**src/rtl/key_pkg.sv**
```systemverilog
// Shared types and default constants for the key debounce array.
// The optional auto-repeat is enabled by defining KEY_DEBOUNCE_REPEAT_EN.
package key_pkg;

  typedef enum logic [1:0] {
    RELEASED,
    PRESS_CHECK,
    PRESSED,
    RELEASE_CHECK
  } key_state_t;

  localparam int DEF_STABLE_CYCLES = 16;
  localparam int DEF_REPEAT_DELAY  = 500000;
  localparam int DEF_REPEAT_PERIOD = 100000;

  function automatic int max2(input int a, input int b);
    return (a > b) ? a : b;
  endfunction

endpackage

```
**src/rtl/key_debounce_channel.sv**
```systemverilog
// One debounced key: 2-flop synchroniser, stability counter and check FSM.
// With KEY_DEBOUNCE_REPEAT_EN defined, a held key also emits repeat press pulses.
module key_debounce_channel
  import key_pkg::*;
#(
  parameter int STABLE_CYCLES = DEF_STABLE_CYCLES,
  parameter int ACTIVE_LOW    = 1,
  parameter int REPEAT_DELAY  = DEF_REPEAT_DELAY,
  parameter int REPEAT_PERIOD = DEF_REPEAT_PERIOD
) (
  input  logic clock,
  input  logic reset,
  input  logic raw,
  output logic level,
  output logic press_pulse,
  output logic release_pulse
);

  localparam int CW = (STABLE_CYCLES > 2) ? $clog2(STABLE_CYCLES) : 1;
  localparam logic [CW-1:0] LAST = CW'(STABLE_CYCLES - 1);
  localparam logic IDLE_RAW = (ACTIVE_LOW != 0) ? 1'b1 : 1'b0;

  logic [1:0]    sync;
  logic          s;
  key_state_t    state, state_next;
  logic [CW-1:0] count, count_next;
  logic          level_next, press_next, release_next;
  logic          repeat_fire;

  // Synchroniser resets to the released raw value so a held key looks like a fresh press.
  always_ff @(posedge clock or posedge reset) begin
    if (reset) sync <= {2{IDLE_RAW}};
    else       sync <= {sync[0], raw};
  end

  assign s = sync[1] ^ IDLE_RAW;

  always_ff @(posedge clock or posedge reset) begin
    if (reset) begin
      state         <= RELEASED;
      count         <= '0;
      level         <= 1'b0;
      press_pulse   <= 1'b0;
      release_pulse <= 1'b0;
    end else begin
      state         <= state_next;
      count         <= count_next;
      level         <= level_next;
      press_pulse   <= press_next;
      release_pulse <= release_next;
    end
  end

  always_comb begin
    state_next   = state;
    count_next   = count;
    level_next   = level;
    press_next   = 1'b0;
    release_next = 1'b0;
    unique case (state)
      RELEASED: begin
        if (s) begin
          state_next = PRESS_CHECK;
          count_next = CW'(1);
        end
      end
      PRESS_CHECK: begin
        if (!s) begin
          state_next = RELEASED;
          count_next = '0;
        end else if (count == LAST) begin
          state_next = PRESSED;
          count_next = '0;
          level_next = 1'b1;
          press_next = 1'b1;
        end else begin
          count_next = count + CW'(1);
        end
      end
      PRESSED: begin
        press_next = repeat_fire;
        if (!s) begin
          state_next = RELEASE_CHECK;
          count_next = CW'(1);
        end
      end
      RELEASE_CHECK: begin
        if (s) begin
          state_next = PRESSED;
          count_next = '0;
        end else if (count == LAST) begin
          state_next   = RELEASED;
          count_next   = '0;
          level_next   = 1'b0;
          release_next = 1'b1;
        end else begin
          count_next = count + CW'(1);
        end
      end
      default: begin
        state_next = RELEASED;
        count_next = '0;
      end
    endcase
  end

`ifdef KEY_DEBOUNCE_REPEAT_EN
  localparam int RW = $clog2(max2(REPEAT_DELAY, REPEAT_PERIOD) + 1);

  logic [RW-1:0] rep_cnt;
  logic          rep_armed;
  logic [RW-1:0] rep_target;

  // The first repeat waits REPEAT_DELAY cycles, later ones REPEAT_PERIOD.
  assign rep_target  = rep_armed ? RW'(REPEAT_PERIOD - 1) : RW'(REPEAT_DELAY - 1);
  assign repeat_fire = (state == PRESSED) && (rep_cnt == rep_target);

  always_ff @(posedge clock or posedge reset) begin
    if (reset) begin
      rep_cnt   <= '0;
      rep_armed <= 1'b0;
    end else if (state == PRESSED) begin
      if (repeat_fire) begin
        rep_cnt   <= '0;
        rep_armed <= 1'b1;
      end else begin
        rep_cnt <= rep_cnt + RW'(1);
      end
    end else if (state == RELEASE_CHECK && state_next != RELEASED) begin
      rep_cnt   <= rep_cnt;
      rep_armed <= rep_armed;
    end else begin
      rep_cnt   <= '0;
      rep_armed <= 1'b0;
    end
  end
`else
  assign repeat_fire = 1'b0;
`endif

endmodule

```
**src/rtl/key_debounce_array.sv**
```systemverilog
// NUM_KEYS independent debounced key channels plus an any-key-held flag.
// Define KEY_DEBOUNCE_REPEAT_EN to enable auto-repeat press pulses.
module key_debounce_array
  import key_pkg::*;
#(
  parameter int NUM_KEYS      = 4,
  parameter int STABLE_CYCLES = DEF_STABLE_CYCLES,
  parameter int ACTIVE_LOW    = 1,
  parameter int REPEAT_DELAY  = DEF_REPEAT_DELAY,
  parameter int REPEAT_PERIOD = DEF_REPEAT_PERIOD
) (
  input  logic                clock,
  input  logic                reset,
  input  logic [NUM_KEYS-1:0] key_in,
  output logic [NUM_KEYS-1:0] key_level,
  output logic [NUM_KEYS-1:0] key_press,
  output logic [NUM_KEYS-1:0] key_release,
  output logic                any_pressed
);

  for (genvar k = 0; k < NUM_KEYS; k++) begin : g_key
    key_debounce_channel #(
      .STABLE_CYCLES(STABLE_CYCLES),
      .ACTIVE_LOW   (ACTIVE_LOW),
      .REPEAT_DELAY (REPEAT_DELAY),
      .REPEAT_PERIOD(REPEAT_PERIOD)
    ) u_channel (
      .clock        (clock),
      .reset        (reset),
      .raw          (key_in[k]),
      .level        (key_level[k]),
      .press_pulse  (key_press[k]),
      .release_pulse(key_release[k])
    );
  end

  assign any_pressed = |key_level;

endmodule

```
**config.mk**
```make
export PLATFORM = sky130hd
export DESIGN_NAME = key_debounce_array
export DESIGN_NICKNAME = d
export VERILOG_FILES = /design/src/rtl/key_pkg.sv /design/src/rtl/key_debounce_channel.sv /design/src/rtl/key_debounce_array.sv
export SDC_FILE = /design/constraint.sdc
export NUM_CORES = 1
export LEC_CHECK = 0
export ABC_AREA = 0
export ABC_CLOCK_PERIOD_IN_PS = 1650
export CORE_MARGIN = 3
export CORE_UTILIZATION = 45
export DETAILED_ROUTE_END_ITERATION = 12
export PLACE_DENSITY = 0.65
export SLEW_MARGIN = 20
export SYNTH_ARGS = -nofsm -noshare
export SYNTH_HDL_FRONTEND = slang
export SYNTH_HIERARCHICAL = 1
export SYNTH_SLANG_ARGS = --single-unit
```
**constraint.sdc**
```tcl
create_clock -name clock -period 1.65 [get_ports clock]
set_input_delay 0.33 -clock clock [delete_from_list [all_inputs] [get_ports clock]]
set_output_delay 0.33 -clock clock [all_outputs]
set_load 0.1 [all_outputs]
```
==> results.yml <==
floorplanning:
  die_y_um: 70.5
  die-area_um2: 4980
  initial_core_util: 0.490
  dieWidth_um: 70.5
  core_um2: 3830
  io_pins: 19
  rows: 22
sta:
  final-hold-violation-count: 0
  drv_slew: 0
  worst_slack_ns: -0.117
  setup_viol: 1
  fin_crit_ns: 1.77
  tightest_slew_ns: 0.417
  fin_skew_ns: 0.00357
  slew_headroom: 0.722
  min_period_over_period: 1.07
  rsz0062_at_grt: "true"
  max_freq_mhz: 566
layout:
  final_cell_mix: "dfrtp_1, nand3_1, buf_12"
  fin_util: 0.620
  layout_commonest_cell: "dfrtp_1"
  drive_above_1_share: 0.312
  nets: 195
  antennaDiodeCount: 0
  area_growth_pct: 26.5
worst_setup_path:
  cp-start-kind: "flop"
  cp_slowest_cell: "or4_4"
  crit_family: "simple AND/OR/NAND/NOR gates"
  crit_buf_inv: 1
  crit_path_end_kind: "primary output"
  cpPeakStageDelay_ns: 0.55
  rr_startpoint: "g_key[2].u_channel/sync[1]$_DFF_PP1_"
  critPathArrivalTime_ns: 1.44
  cp_cell_sequence: "or4_4, buf_12"
  crit_fanout: 2
  r2r-end: "g_key[2].u_channel/count[3]$_DFFE_PP0P_"
  reg2regPathDepth: 3
  cp.required_ns: 1.32
  crit_type: "flop to primary output"
  reg2reg_setup_slack_ns: 0.27
clock_network:
  path_clk_slew_ns: 0.08
  cts_root_buf: "clkbuf_8"
  cts_hold_buf: 0
  cts.sinks: 44
  cts_buffers: 5
  insertion_delay_ns: 0.29
  cts_resized: 0
  cts_buffer_depth: 2
  cts_tree: "built"
  htree_levels: 2
global_route:
  grt_busiest_layer: "met2"
  track_usage: 0.141
  antenna_found_initial: 0
  grt_pass1_vias: 1294
  grtUsageMet3: 0.0440
  grt_max_degree: 14
  met1_usage: 0.175
  grt_pass1_wl_mm: 5.57
  grt_overflow_total: 0
  gr-usage-met2: 0.228
route:
  drt_iter0_markers: 68
  totalWireLength_mm: 3.30
  ant_nets: 0
  viasPerCell: 5.51
  num_vias: 1289
  dr.pass1.iters: 4
  wl_per_cell_um: 14.1
  post-route-drc-count: 0
power:
  powerDensity_nw_per_um2: 839
  p_leak_nw: 1.06
  vdd_ir_drop_max_uv: 943
synthesis:
  synth-seq-cells: 44
  yosys_warnings: 6
  avgSynthCellArea_um2: 11.9
  syn_nets: 167
  synth_area_um2: 1870
  ys_seq_area_frac: 0.593
  yosysUniqueCellTypes: 27
  synth_cells: 157
placement:
  post-place-ws_ns: 0.0960
  port_buffers: 18
  dp_hpwl_mm: 2.36
  place_congestion: 0.766
min_path:
  hp-class: "flop to flop"
  holdPathStages: 0
  min_to: "g_key[3].u_channel/sync[1]$_DFF_PP1_"
  min_from: "g_key[3].u_channel/sync[0]$_DFF_PP1_"
run:
  drv_cap: 0
run_status:
  violations: "setup timing"
  outcome: "finished, violations left"
[metal layers]
layer / wire length [µm] / up-vias
li1: - / 624
met1: 1420 / 638
met2: 1660 / 20
met3: 154 / 7
met4: 63 / 0
met5: 0 / -
[synth_stat cells]
library cell	instances	area share
ha_1	4	0.027
mux2_2	4	0.024
a211o_2	3	0.016
inv_1	9	0.018
a211o_1	4	0.019
nand4_1	4	0.013
nor2b_1	1	0.0033
a21oi_1	4	0.011
and4b_1	1	0.0053
o31ai_1	1	0.0040
dfrtp_1	36	0.48
o21ai_0	4	0.011
nand2_1	8	0.016
and4_1	4	0.019
nor2_1	12	0.024
a21o_2	3	0.014
nor3_1	8	0.021
xor2_2	4	0.035
a21boi_0	4	0.016
and3_2	4	0.016
a311oi_1	1	0.0047
xnor2_1	4	0.019
a31o_1	1	0.0047
dfstp_2	8	0.11
or4_1	4	0.016
nand3_1	14	0.037
a31o_2	3	0.014
[where the power goes]
| part | switching, mW | leakage, nW | internal [mW] | total (mW) |
|---|---|---|---|---|
| combinational | 0.0724 | 0.467 | 0.0629 | 0.135 |
| clock | 0.348 | 0.0510 | 0.334 | 0.682 |
| sequential | 0.0458 | 0.544 | 1.13 | 1.17 |
[what timing repair did]
item / in CTS / in global routing
setup endpoints to repair: 1 / 1
buffers inserted: 3 / 0
pin swaps: 1 / 0
[registers in the layout (all words and copies together) (netlist names), named ones only]
register,cells
g_key.u_channel/release_pulse,4
g_key.u_channel/state,4
g_key.u_channel/count,16
g_key.u_channel/press_pulse,4
g_key.u_channel/sync,8
g_key.u_channel/level,4
[cell families after synthesis]
family,count (synthesis),synth area share
AND/OR/NAND/NOR,60,0.172
flip-flops,44,0.593
AO/OA/AOI/OAI,28,0.113
buffers and inverters,9,0.0180
XOR/XNOR,8,0.0534
multiplexers,4,0.0240
adder cells (fa/ha/maj),4,0.0267
[worst max-delay path by stage]
stage | from | to | cells past startpoint
6_report | g_key[1].u_channel/level$_DFFE_PP0P_ | any_pressed | 2
4_1_cts | g_key[1].u_channel/level$_DFFE_PP0P_ | any_pressed | 2
5_1_grt | g_key[1].u_channel/level$_DFFE_PP0P_ | any_pressed | 2
3_5_place_dp | g_key[2].u_channel/level$_DFFE_PP0P_ | any_pressed | 2
3_3_place_gp | g_key[2].u_channel/level$_DFFE_PP0P_ | any_pressed | 2
2_1_floorplan | g_key[2].u_channel/level$_DFFE_PP0P_ | any_pressed | 1
[cell type report]
| type | count | area [µm²] |
|---|---|---|
| clock buffers | 6 | 82.6 |
| clock inverters | 2 | 10.0 |
| fillers | 303 | 1460 |
| inverters | 9 | 33.8 |
| multi-input cells | 104 | 733 |
| flip-flops and latches | 44 | 1120 |
| well taps | 48 | 60.1 |
| repair buffers | 21 | 333 |
[per-stage QoR]
step           TNS, ns  hold slack [ns]  cells  power (mW)  area (µm²)
5_1_grt         -0.155            0.360    234        2.09        2370
6_report        -0.117            0.358    234        1.99        2370
4_1_cts         -0.127            0.358    234        2.01        2370
3_5_place_dp         0            0.347    223        1.33        2260
3_3_place_gp         0            0.346    223        1.32        2260
2_1_floorplan  -0.0413            0.181    157        1.28        1890
No activity file was read; power rests on OpenSTA's default activity.
==> RTL edit (same settings) <==
Register the input `key_in` before use, without a reset. The logic sees it one clock later.
--- a/src/rtl/key_debounce_array.sv
+++ b/src/rtl/key_debounce_array.sv
@@ -18,6 +18,12 @@
   output logic                any_pressed
 );
 
+  logic [NUM_KEYS-1:0] key_q;
+
+  always_ff @(posedge clock) begin
+      key_q <= key_in;
+  end
+
   for (genvar k = 0; k < NUM_KEYS; k++) begin : g_key
     key_debounce_channel #(
       .STABLE_CYCLES(STABLE_CYCLES),
@@ -27,7 +33,7 @@
     ) u_channel (
       .clock        (clock),
       .reset        (reset),
-      .raw          (key_in[k]),
+      .raw          (key_q[k]),
       .level        (key_level[k]),
       .press_pulse  (key_press[k]),
       .release_pulse(key_release[k])
Behaviour: same outputs for any inputs over 10 cycles, from zero or initial values and one cycle with reset high; that may be too few to reach the edited logic, so the function may still have changed.
==> RTL edit against the unedited design <==
Non-clock buffer count unchanged. Power rose by 14%. Global-route usage increased by 0.99 points. Sequential cell count increased by 4. Area after synthesis grew 4.3%. Count of clock-buffer cells in the layout down 1. Highest routed layer unchanged. Worst setup slack got worse by 0.014 ns. Wire length grew 1.2%. Cell area grew 4.4%. Die area up 3.9%. Register-to-register slack got worse by 0.02 ns. Critical path depth is the same. The run still ends with setup timing left.
==> RTL edit: results (changes against the unedited design) <==
WL final - 3.34 mm (was 3.30 mm)
Bufs on Longest Clock Path - 2 (unchanged)
flop-to-flop setup slack - 0.25 ns (was 0.27 ns)
multi-input combinational cell area - 733 sq um (unchanged)
Yosys warnings - 6 (unchanged)
status - finished, violations left (unchanged)
failing checks - setup timing (unchanged)
Reg clk slew, reported paths - 0.09 ns
GRT Util Overall - 15.1% (was 14.1%)
buffering overhead - 13.4% (was 14.0%)
first-pass GRT wire length - 5.91 mm (was 5.57 mm)
Synth cell types - 28 (was 27)
Fin Hold WS - 0.300 ns (was 0.358 ns)
Final HPWL DP - 2.40 mm (was 2.36 mm)
FFs & Latches - 48 (was 44)
Seq/Total Area, Yosys - 60.9% (was 59.3%)
Clk Latency, worst-skew pair - 0.30 ns
largest net degree at the start of global routing - 17 (was 14)
via count - 1287 (was 1289)
reg2reg end - g_key[0].u_channel/count[3]$_DFFE_PP0P_ (was g_key[2].u_channel/count[3]$_DFFE_PP0P_)
Mean Syn Cell Area - 12.1 sq um (was 11.9 sq um)
clk tree area frac - 4.65% (was 3.91%)
Non-CTS buffers - 21 (unchanged)
FF-to-FF path depth - 3 (unchanged)
Static Leakage - 1.10 nW (was 1.06 nW)
share of post-route cells with drive strength above 1 - 30.5% (was 31.2%)
VDD IR-drop max - 601 uV (was 943 uV)
Routability Congestion - 0.824 (was 0.766)
DR iter-0 viols - 31 (was 68)
leading post-synthesis cells by cell area - dfrtp_1, dfstp_2, dfxtp_1 (was dfrtp_1, dfstp_2, nand3_1)
Critical R2R Launch - g_key[0].u_channel/sync[1]$_DFF_PP1_ (was g_key[2].u_channel/sync[1]$_DFF_PP1_)
CTS Root Cell - clkbuf_8 (unchanged)
hold path startpoint - key_q[0]$_DFF_P_ (was g_key[3].u_channel/sync[0]$_DFF_PP1_)
Filler cells - 342 (was 303)
invs w/o clock - 9 (unchanged)
#MultiIn Comb - 104 (unchanged)
Final nets - 199 (was 195)
worst hold endpoint - g_key[0].u_channel/sync[0]$_DFF_PP1_ (was g_key[3].u_channel/sync[1]$_DFF_PP1_)
post-CTS sizing - 0 (unchanged)
biggest regs - g_key.u_channel/count: 16 flops, g_key.u_channel/sync: 8 flops (unchanged)
worst hold-check path type - reg2reg (unchanged)
Worst Setup SP - g_key[1].u_channel/level$_DFFE_PP0P_ (unchanged)
Port Buffer Count - 18 (unchanged)
clkbuf count - 5 (was 6)
pre-CTS WS - 0.0968 ns (was 0.0960 ns)
top cells by count, synth - dfrtp_1, nand3_1, nor2_1, inv_1 (unchanged)
setup violators final - 1 (unchanged)
maximum clock skew at final layout - 0.00279 ns (was 0.00357 ns)
FFs w/ async S/R, synth - 91.7% (was 100%)
CP max stage delay - 0.55 ns (about the same)
total negative slack - -0.131 ns (was -0.117 ns)
WHS Path Cells - 0 (unchanged)
Mapped Nets - 171 (was 167)
setup slack after layout - -0.131 ns (was -0.117 ns)
sequential share of cell area - 48.4% (was 47.2%)
Slew HR - 71.8% (was 72.2%)
DP Area - 0.00234 sq mm (was 0.00226 sq mm)
==> RTL edit: changes by cell type in the layout (fill, tap and decap cells not counted) <==
cell | before | now
clkbuf_8 | 6 | 5
dfxtp_1 | 0 | 4
bufinv_16 | 0 | 1
clkinv_2 | 2 | 0
inv_6 | 0 | 1
clkinvlp_4 | 0 | 1
==> RTL edit: logic make-up (layout without fill, tap and decap cells) <==
| logic type | count (synthesis) | in the layout | share of synthesized area (%) |
|---|---|---|---|
| AND/OR/NAND/NOR | 60 | 60 | 16.5 |
| flip-flops | 48 | 48 | 60.9 |
| AO/OA/AOI/OAI | 28 | 28 | 10.9 |
| buffers and inverters | 9 | 38 | 1.73 |
| XOR/XNOR | 8 | 8 | 5.12 |
| adder cells (fa/ha/maj) | 4 | 4 | 2.56 |
| multiplexers | 4 | 4 | 2.30 |
==> RTL edit: per-layer routing <==
metal  up-vias  wire length [microns]  global-route usage (%)
met5         -                      0                       0
met4         0                     63                    7.10
met3         8                    202                    6.23
li1        635                      -                       -
met2        37                   1470                    22.2
met1       607                   1600                    19.5
==> RTL edit: worst register-to-register path, cell delays in order, from the launching register on <==
cell and delay (ns):
dfstp_2 0.60, xor2_2 0.15, or4_1 0.50, nand3_1 0.10
==> RTL edit: through the flow <==
stage / utilization (%) / instances
floorplan: - / 161
global placement: 57.2 / 229
detailed placement: 57.2 / 229
CTS: 60.6 / 240
global route: 60.6 / 240
finish: 60.6 / 240
==> RTL edit: where the power goes <==
part           total [mW]  internal, mW  switching, mW  leakage (nW)
registers            1.28          1.23         0.0486         0.577
clock network       0.859         0.456          0.402        0.0548
logic               0.135        0.0626         0.0724         0.467
total                2.27          1.75          0.523          1.10
